===== src/rtl/chart_sequencer.sv =====
// Chart sequencer: walks a note-chart ROM in step with the video frame tick.
// Every chart entry whose timestamp is due is merged into a single spawn
// pulse for the arrow block.
//
// state | meaning
// IDLE  | waiting for start, nothing played yet
// FETCH | ROM address presented, waiting one cycle for rom_data
// CHECK | evaluate current entry: end marker, due, or in the future
// WAIT  | next entry is in the future, wait for a counted frame tick
// DONE  | chart finished, done held until start or reset
module chart_sequencer #(
    parameter int          ROM_AW   = 8,
    parameter logic [15:0] END_WORD = 16'hFFF0
) (
    input  logic              Clk,
    input  logic              reset,
    input  logic              frame_clk,
    input  logic              start,
    input  logic              pause,
    output logic [ROM_AW-1:0] rom_addr,
    input  logic [15:0]       rom_data,
    output logic              spawn,
    output logic [3:0]        spawn_lanes,
    output logic [11:0]       frame_count,
    output logic              busy,
    output logic              done
);

    typedef enum logic [2:0] {
        IDLE,
        FETCH,
        CHECK,
        WAIT,
        DONE
    } state_t;

    localparam logic [11:0] FRAME_MAX = 12'hFFE;

    state_t            state;
    state_t            state_nxt;
    logic [ROM_AW-1:0] addr_nxt;
    logic [3:0]        acc;
    logic [3:0]        acc_nxt;
    logic              frame_clk_q;
    logic              frame_tick;
    logic              tick_counted;
    logic              restart;
    logic              spawn_c;
    logic [3:0]        lanes_c;
    logic [3:0]        merged;
    logic [11:0]       entry_ts;
    logic [3:0]        entry_mask;

    assign entry_ts     = rom_data[15:4];
    assign entry_mask   = rom_data[3:0];
    assign merged       = acc | entry_mask;
    assign frame_tick   = frame_clk & ~frame_clk_q;
    assign busy         = (state != IDLE) && (state != DONE);
    assign done         = (state == DONE);
    assign tick_counted = frame_tick & busy & ~pause;
    assign restart      = start && !busy;

    // Spawn is combinational out of CHECK; reset masks it so nothing leaks
    // out in the cycle reset is applied.
    assign spawn       = spawn_c & ~reset;
    assign spawn_lanes = spawn ? lanes_c : 4'h0;

    // State, address, lane accumulator and frame_clk history registers
    always_ff @(posedge Clk) begin
        if (reset) begin
            state       <= IDLE;
            rom_addr    <= '0;
            acc         <= 4'h0;
            frame_clk_q <= 1'b0;
        end else begin
            state       <= state_nxt;
            rom_addr    <= addr_nxt;
            acc         <= acc_nxt;
            frame_clk_q <= frame_clk;
        end
    end

    // Song position: cleared on start, counts unpaused ticks while busy,
    // saturates one below the end-marker timestamp
    always_ff @(posedge Clk) begin
        if (reset) begin
            frame_count <= 12'h000;
        end else if (restart) begin
            frame_count <= 12'h000;
        end else if (tick_counted && (frame_count != FRAME_MAX)) begin
            frame_count <= frame_count + 12'd1;
        end
    end

    // Next-state, address/accumulator update and spawn decode
    always_comb begin
        state_nxt = state;
        addr_nxt  = rom_addr;
        acc_nxt   = acc;
        spawn_c   = 1'b0;
        lanes_c   = 4'h0;
        case (state)
            IDLE, DONE: begin
                if (start) begin
                    addr_nxt  = '0;
                    acc_nxt   = 4'h0;
                    state_nxt = FETCH;
                end
            end
            FETCH: begin
                state_nxt = CHECK;
            end
            CHECK: begin
                if (rom_data == END_WORD) begin
                    spawn_c   = (acc != 4'h0);
                    lanes_c   = acc;
                    acc_nxt   = 4'h0;
                    state_nxt = DONE;
                end else if (entry_ts <= frame_count) begin
                    // Due entry (including out-of-order earlier timestamps).
                    // The last ROM slot ends the chart instead of wrapping.
                    if (&rom_addr) begin
                        spawn_c   = (merged != 4'h0);
                        lanes_c   = merged;
                        acc_nxt   = 4'h0;
                        state_nxt = DONE;
                    end else begin
                        acc_nxt   = merged;
                        addr_nxt  = rom_addr + ROM_AW'(1);
                        state_nxt = FETCH;
                    end
                end else begin
                    spawn_c   = (acc != 4'h0);
                    lanes_c   = acc;
                    acc_nxt   = 4'h0;
                    state_nxt = WAIT;
                end
            end
            WAIT: begin
                if (tick_counted) begin
                    state_nxt = CHECK;
                end
            end
            default: begin
                state_nxt = IDLE;
            end
        endcase
    end

endmodule


===== config.mk =====
export PLATFORM = sky130hd
export DESIGN_NAME = chart_sequencer
export DESIGN_NICKNAME = d
export VERILOG_FILES = /design/src/rtl/chart_sequencer.sv
export SDC_FILE = /design/constraint.sdc
export NUM_CORES = 1
export LEC_CHECK = 0
export BUFFER_PORTS_ARGS = -buffer_cell sky130_fd_sc_hd__buf_2
export CORE_MARGIN = 8
export CORE_UTILIZATION = 28
export DETAILED_ROUTE_END_ITERATION = 7
export GPL_TIMING_DRIVEN = 0
export PLACE_DENSITY = 0.58
export SLEW_MARGIN = 20
export SYNTH_ARGS = -nofsm -noshare
export SYNTH_HDL_FRONTEND = slang
export SYNTH_SLANG_ARGS = --single-unit

===== constraint.sdc =====
create_clock -name Clk -period 3.3 [get_ports Clk]
set_input_delay 0.495 -clock Clk [delete_from_list [all_inputs] [get_ports Clk]]
set_output_delay 0.495 -clock Clk [all_outputs]
set_load 0.1 [all_outputs]

==> results of run 1 <==
==> what timing repair did <==
action                                  in CTS  in global routing
endpoints found under the setup margin       5                  5
hold buffers                                 0                  0
gates resized for setup                      9                  7
==> critical path: cells and delay by family <==
kind                   cells  cell delay [ns]
buffers and inverters      3             0.46
AOI/OAI and AO/OA          3             0.59
and+or+nand+nor            3             1.20
==> area by class of cell <==
class / instances / area, um^2
Clock buffer: 3 / 41.3
Sequential cell: 28 / 574
Timing Repair Buffer: 47 / 267
Buffer: 3 / 18.8
Multi-Input combinational cell: 180 / 1220
Fill cell: 672 / 3970
Inverter: 16 / 60.1
Tap cell: 77 / 96.3
==> metal layers <==
layer	vias to the layer above	share of wire	track usage	routed length [um]
met5	-	0	0	0
met4	0	0.0034	0.0115	17
met3	4	0.077	0.0320	382
met2	53	0.45	0.179	2230
met1	834	0.47	0.140	2340
li1	917	-	-	-
==> flip-flops by register name (all words and copies together), names as in the netlist <==
signal,count
frame_count,12
rom_addr,8
acc,4
state,3
frame_clk_q,1
==> where the power goes <==
part	switching (W)	leakage [nW]	internal, W
logic	0.000102	0.609	0.0000501
registers	0.00000907	0.232	0.000346
clock network	0.000111	0.0216	0.0000823
total	0.000222	0.863	0.000478
==> cells in the mapped netlist (2+ instances only) <==
library cell / number / area share
o211ai_1: 4 / 0.017
nand3_1: 15 / 0.042
a21o_1: 2 / 0.0084
clkbuf_1: 2 / 0.0042
nand4_1: 9 / 0.032
inv_1: 16 / 0.034
nor3_1: 11 / 0.031
nor4_1: 2 / 0.0070
o21ai_1: 3 / 0.0084
or4_1: 2 / 0.0084
and4_1: 2 / 0.0098
or4_4: 2 / 0.013
o21ai_0: 2 / 0.0056
and2_1: 2 / 0.0070
nor2b_1: 3 / 0.011
xnor2_1: 10 / 0.049
nor2_1: 28 / 0.059
a31oi_1: 2 / 0.0070
o21a_1: 2 / 0.0084
dfxtp_1: 28 / 0.31
a21oi_1: 16 / 0.045
a32oi_1: 2 / 0.0098
nand2_1: 24 / 0.051
ha_1: 15 / 0.11
a211oi_1: 2 / 0.0084
==> worst paths after layout <==
kind                               start                            to  slack (ns)  depth (start not counted)
min reg2reg        state[2]$_SDFFE_PP0P_         state[1]$_SDFFE_PP0P_        0.50                          1
min                            frame_clk        frame_clk_q$_SDFF_PP0_        0.46                          2
max reg2reg  frame_count[0]$_SDFFE_PP0P_  frame_count[10]$_SDFFE_PP0P_        1.03                          7
max                          rom_data[2]                spawn_lanes[2]        0.06                          9
==> logic make-up after synthesis <==
logic type,Yosys count
AOI/OAI and AO/OA,46
DFF,28
xor gates and xnor gates,10
adders and majority gates,15
buffers and inverters,19
muxes,1
and+or+nand+nor,108
==> metrics by stage <==
step	hold slack (ns)	util	power, W	instance area (um^2)
detailed placement	0.488	0.348	0.000510	2170
global route	0.487	0.364	0.000740	2270
finish	0.461	0.364	0.000700	2270
global placement	0.478	0.348	0.000509	2170
floorplan	0.444	-	0.000468	1840
CTS	0.463	0.359	0.000705	2240
==> impl_results.md, run 1 <==
- # DRC: 0
- Syn avg cell area: 7.85 um^2
- Vias per cell: 5.11
- DP HPWL: 3.95 mm
- Outcome: completed
- Syn-to-layout area delta: 27.6%
- Starting Density: 0.286
- CP max stage cell: or4_4
- Worst skew pair latency: 0.28 ns
- Finish-stage setup viols: 0
- Place WS: -0.158 ns
- Final WL: 4.97 mm
- Leakage: around 0.86 nW
- Inserted Diodes: 0
- Pwr dens: about 310 mW/mm^2
- First-pass GRT wire length: 8.13 mm
- CTS root buffer: clkbuf_8
- Crit-path cells: buf_2, or4_4, or4_4, o21a_4, a31o_1, buf_6, a21oi_2, nor2_4, buf_6
- Final Critical Period: 3.24 ns
- Via count: 1808
- Most frequent cells in the layout: buf_2, nor2_1, nand2_1
- Rel. slew slack: 0.424
- Final WS setup: 0.0566 ns
- Iter 0 DRT Violations: 67
- CP max FO: 10
- Total CTS buffers: 3
- Mux share of post-synthesis cell area: 0.00561
- Setup crit end kind: output port
- Nets: 315
- Synth Area in Adders: 0.105
- Row cnt: 29
- Fin crit share: 0.983
- Cells after Synth: between 200 and 250
- CTS tree: yes
- Xor-xnor portion of the synthesized cell area: 0.0491
- Hold Vio Cnt, Final: 0
- Core Box Area: 0.00624 mm^2
- # Max-Cap Violations: 0
- #FFs+latches synth: 28
- Post-CTS setup buffer count: 0
- Worst path arrival time: about 2.8 ns
- Die Footprint: 0.00918 mm^2
- Synth Flop Type: dfxtp_1
- Compound-gate portion of the synthesized area: 0.179
- Placed cells: between 300 and 400
- IO Port Bufs: 47
- Share of cells above drive strength 1: 0.292
- Post-synth ARST share: 0
- GRT Util Overall: 0.108
- Final worst clock skew: 0.00146 ns
- Clock tree sinks: 28
- Grt ovf: 0
- Synth Cell Area: ~0.0018 mm^2
- Crit path launch type: input port
- # IOs: 48
- Syn nets: around 260
- Worst-margin pin slew: ~0.86 ns
- Largest family of logic cells by synthesized area: simple AND/OR/NAND/NOR gates
- Htree depth: 1
- Synth Warn #: 0
- Finished Layout Cells: approximately 350
- Kind of critical path: input port to output port
- Die X: 95.8 um
- Initial antenna violation count: 0
- Final Max Tran Viols: 0
- Seq/Total Area, Yosys: 0.314
- EDFF count, synth: 0
- Drt wl/cell: 14.0 um
- Synth cell types: 46
- Reg clk slew, reported paths: 0.10 ns
- Die height: approximately 96 um
- Vias in the first global route: 1733
- Max VDD drop: 0.121 mV
- Pre-antenna DRT Iters: 4
- Simple-gate share of the synthesized area: 0.302
- Antenna-violating nets left: 0
- Worst path max stage delay: roughly 0.59 ns
- F_max: 308 MHz
- Gpl congestion: 0.811
- Setup TNS: 0 ns
- Critical path required time: 2.80 ns
- HP Class: input port to flop
- Commonest non-fill, non-tap cell in the layout: buf_2
- Pin count of the biggest net entering global routing: 15
- Largest buffer count on any clock path: 2
(Power assumes the default switching activity.)
==> run 2: changes to the inputs <==
--- a/config.mk
+++ b/config.mk
@@ -5,12 +5,13 @@
 export SDC_FILE = /design/constraint.sdc
 export NUM_CORES = 1
 export LEC_CHECK = 0
+export ABC_AREA = 1
 export BUFFER_PORTS_ARGS = -buffer_cell sky130_fd_sc_hd__buf_2
 export CORE_MARGIN = 8
 export CORE_UTILIZATION = 28
 export DETAILED_ROUTE_END_ITERATION = 7
 export GPL_TIMING_DRIVEN = 0
-export PLACE_DENSITY = 0.58
+export PLACE_DENSITY = 0.57
 export SLEW_MARGIN = 20
 export SYNTH_ARGS = -nofsm -noshare
 export SYNTH_HDL_FRONTEND = slang
==> run 2 against run 1 <==
Net effect:
- synthesized area increased by 20%
- cell count increased by 37%
- non-clock buffer count increased by 2
- critical path type is now flop to output port
- largest cell class unchanged
==> impl_results.md, run 2 <==
- Switching part of the total: 0.453 (was 0.317)
- Syn nets: 370 (was 263)
- Reg clk slew, reported paths: 0.11 ns (was 0.10 ns)
- Final Max Tran Viols: 0 (unchanged)
- Comb pwr share: 0.415 (was 0.217)
- Syn avg cell area: 6.40 um^2 (was 7.85 um^2)
- Cell mode on critical path: nand2_1
- CP Buf/Inv Count: 3 (unchanged)
- Drt wl/cell: 11.9 um (was 14.0 um)
- Die Footprint: 0.0107 mm^2 (was 0.00918 mm^2)
- CP delay by family, top: simple AND/OR/NAND/NOR gates (unchanged)
- Xor-xnor portion of the synthesized cell area: 0.0205 (was 0.0491)
- Most common cell in the netlist: nand2_1
- Crit-path cells: inv_1, ha_1, nand2_1, inv_1, nand2_1, nor2_2, nand4_1, nand2_2, nand2_1, nand2_1, nand3_2, nor2_4, clkbuf_4 (was buf_2, or4_4, or4_4, o21a_4, a31o_1, buf_6, a21oi_2, nor2_4, buf_6)
- Synth Warn #: 0 (unchanged)
- Synth top cells by count: nand2_1, inv_1, nor2_1, dfxtp_1, a21oi_1 (was dfxtp_1, nor2_1, nand2_1, a21oi_1, inv_1)
- Internal power: 0.000647 W (was 0.000478 W)
- Dpl cell area: 0.00254 mm^2 (was 0.00217 mm^2)
- F_max: 331 MHz (was 308 MHz)
- EDFF count, synth: 0 (unchanged)
- Commonest non-fill, non-tap cell in the layout: nand2_1 (was buf_2)
- Top flop regs: frame_count (12), rom_addr (8), acc (4) (unchanged)
- Mux share of post-synthesis cell area: 0 (was 0.00561)
- Pre-antenna DRT Iters: 4 (unchanged)
- Final worst clock skew: 0.00588 ns (was 0.00146 ns)
- Post-synth ARST share: 0 (unchanged)
- Crit path launch: frame_count[9]$_SDFFE_PP0P_ (was rom_data[2])
- Synth Flop Type: dfxtp_1 (unchanged)
- Leakage: 1.21 nW (was 0.863 nW)
- Total CTS buffers: 3 (unchanged)
- Inserted Diodes: 0 (unchanged)
- # IOs: 48 (unchanged)
- Synth area leader: dfxtp_1 (unchanged)
- Outcome: completed (unchanged)
- CTS Hold Buffers Added: 0 (unchanged)
- HP Class: input port to flop (unchanged)
- Reg2Reg Launch Point: frame_count[9]$_SDFFE_PP0P_ (was frame_count[0]$_SDFFE_PP0P_)
- Final WS setup: 0.276 ns (was 0.0566 ns)
- Grt ovf: 0 (unchanged)
- Largest register FFs: 12 (unchanged)
- Core Box Area: 0.00757 mm^2 (was 0.00624 mm^2)
- Pin count of the biggest net entering global routing: 17 (was 15)
- Htree depth: 1 (unchanged)
- Critical path required time: 2.80 ns (about the same)
- Setup TNS: 0 ns (unchanged)
- Synth cell types: 31 (was 46)
- Via count: 2221 (was 1808)
- Synth Cell Area: 0.00214 mm^2 (was 0.00178 mm^2)
- Fin crit share: 0.916 (was 0.983)
- Kind of critical path: flop to output port (was input port to output port)
- Nets: 421 (was 315)
- Worst skew pair latency: 0.29 ns (was 0.28 ns)
- CP max stage cell: dfxtp_2 (was or4_4)
- CTS root buffer: clkbuf_8 (unchanged)
- RSZ-0062 raised after global routing: false
- Largest reg by FF count: frame_count (unchanged)
- Largest family of logic cells by synthesized area: simple AND/OR/NAND/NOR gates (unchanged)
- Die height: 103 um (was 95.8 um)
- CP max FO: 5 (was 10)
- Gpl congestion: 0.893 (was 0.811)
- Fin area: 0.00262 mm^2 (was 0.00227 mm^2)
- Overall power: 0.00118 W (was 0.000700 W)
- CTS tree: yes (unchanged)
- Clock share of power: 0.243 (was 0.276)
- Reg power frac: 0.342 (was 0.507)
- Iter 0 DRT Violations: 52 (was 67)
- Largest buffer count on any clock path: 2 (unchanged)
- Syn-to-layout area delta: 22.7% (was 27.6%)
- Antenna-violating nets left: 0 (unchanged)
- Hold path startpoint: frame_clk (unchanged)
- Setup crit end kind: output port (unchanged)
- Place WS: 0.301 ns (was -0.158 ns)
- Main area contributors after synthesis: dfxtp_1, nand2_1, ha_1 (was dfxtp_1, ha_1, nor2_1)
- First-pass GRT wire length: 9.60 mm (was 8.13 mm)
- Starting Density: 0.282 (was 0.286)
- # Max-Cap Violations: 0 (unchanged)
- Initial antenna violation count: 0 (unchanged)
- Switching power: 0.000536 W (was 0.000222 W)
- Final WL: 5.79 mm (was 4.97 mm)
- Post-CTS setup buffer count: 0 (unchanged)
- Vias in the first global route: 2165 (was 1733)
- Share of cells above drive strength 1: 0.247 (was 0.292)
- Cells after Synth: 334 (was 227)
- Max VDD drop: 0.192 mV (was 0.121 mV)
- Worst path arrival time: 2.53 ns (was 2.75 ns)
- Compound-gate portion of the synthesized area: 0.0814 (was 0.179)
- #FFs+latches synth: 28 (unchanged)
- Most frequent cells in the layout: nand2_1, inv_1, buf_2 (was buf_2, nor2_1, nand2_1)
- Hold Vio Cnt, Final: 0 (unchanged)
- Vias per cell: 4.57 (was 5.11)
- Worst-margin pin slew: 0.495 ns (was 0.863 ns)
- Finish-stage setup viols: 0 (unchanged)
- DP HPWL: 4.74 mm (was 3.95 mm)
- IO Port Bufs: 46 (was 47)
- Die X: 103 um (was 95.8 um)
- Rel. slew slack: 0.672 (was 0.424)
- Seq/Total Area, Yosys: 0.262 (was 0.314)
- Pwr dens: 451 mW/mm^2 (was 308 mW/mm^2)
- # DRC: 0 (unchanged)
- Synth Area in Adders: 0.0878 (was 0.105)
- Clock tree sinks: 28 (unchanged)
- Final Critical Period: 3.02 ns (was 3.24 ns)
- Crit path launch type: flop (was input port)
- Row cnt: 32 (was 29)
- Worst path max stage delay: 0.40 ns (was 0.59 ns)
- Number of gates resized after cts: 0 (was 9)
- Share of the synthesized area in the top cell type: 0.262 (was 0.314)
- Simple-gate share of the synthesized area: 0.429 (was 0.302)
- GRT Util Overall: 0.113 (was 0.108)
- FILL cells: 824 (was 672)
run 2: cell types whose count changed after synthesis, moves of 5 or more:
cell     delta
a21oi_1     +8
nor2_1     +13
xnor2_1    -10
nand2_1    +61
nand3_1     +8
inv_1      +33
nor3_1      -5
nand2_2     +8
xor2_1      +5
run 2: worst paths after layout:
path	to	slack [ns]	depth (start not counted)
worst max-delay path	spawn_lanes[0]	0.28	13
worst min-delay path	frame_clk_q$_SDFF_PP0_	0.48	3
worst max register to register	rom_addr[6]$_SDFFE_PP0P_	1.46	12
worst min register to register	frame_count[7]$_SDFFE_PP0P_	0.50	2
run 2: worst min-delay path: cells and delay by family:
family / cells / cell delay (ns)
buf+inv: 2 / 0.14
simple gates: 1 / 0.09
run 2: cells by family after synthesis:
group | after synthesis
and+or+nand+nor | 193
AOI/OAI and AO/OA | 33
adders and majority gates | 15
xor gates and xnor gates | 5
buffers and inverters | 60
DFF | 28
run 2: layer usage:
metal  GRT usage  vias to the layer above  part of all wire
li1            -                     1164                 -
met1       0.133                     1002              0.45
met2       0.194                       47              0.48
met3      0.0261                        8             0.054
met4      0.0412                        0             0.016
met5           0                        -                 0
run 2: power by group through the flow:
stage / clock network, W / logic (W) / registers, W
after floorplan: 0 / 0.000246 / 0.000562
after global placement: 0 / 0.000487 / 0.000412
after detailed placement: 0 / 0.000492 / 0.000413
after CTS: 0.000295 / 0.000494 / 0.000405
after global routing: 0.000308 / 0.000535 / 0.000410
final: 0.000287 / 0.000491 / 0.000405
run 2: cell type report:
| cell class | instances | area (um^2) | area share |
|---|---|---|---|
| inverters | 54 | 205 | 0.0782 |
| multi-input cells | 246 | 1350 | 0.515 |
| repair buffers | 46 | 243 | 0.0926 |
| flip-flops and latches | 28 | 574 | 0.219 |
| clock inverters | 1 | 30.0 | 0.0115 |
| clock buffers | 3 | 41.3 | 0.0157 |
| well taps | 102 | 128 | 0.0487 |
| plain buffers | 6 | 50.0 | 0.0191 |
run 2: metrics by stage:
step	instances	hold WS, ns	util
6_report	486	0.476	0.347
5_1_grt	486	0.469	0.347
4_1_cts	486	0.474	0.345
3_5_place_dp	482	0.483	0.335
3_3_place_gp	482	0.478	0.335
2_1_floorplan	334	0.469	-
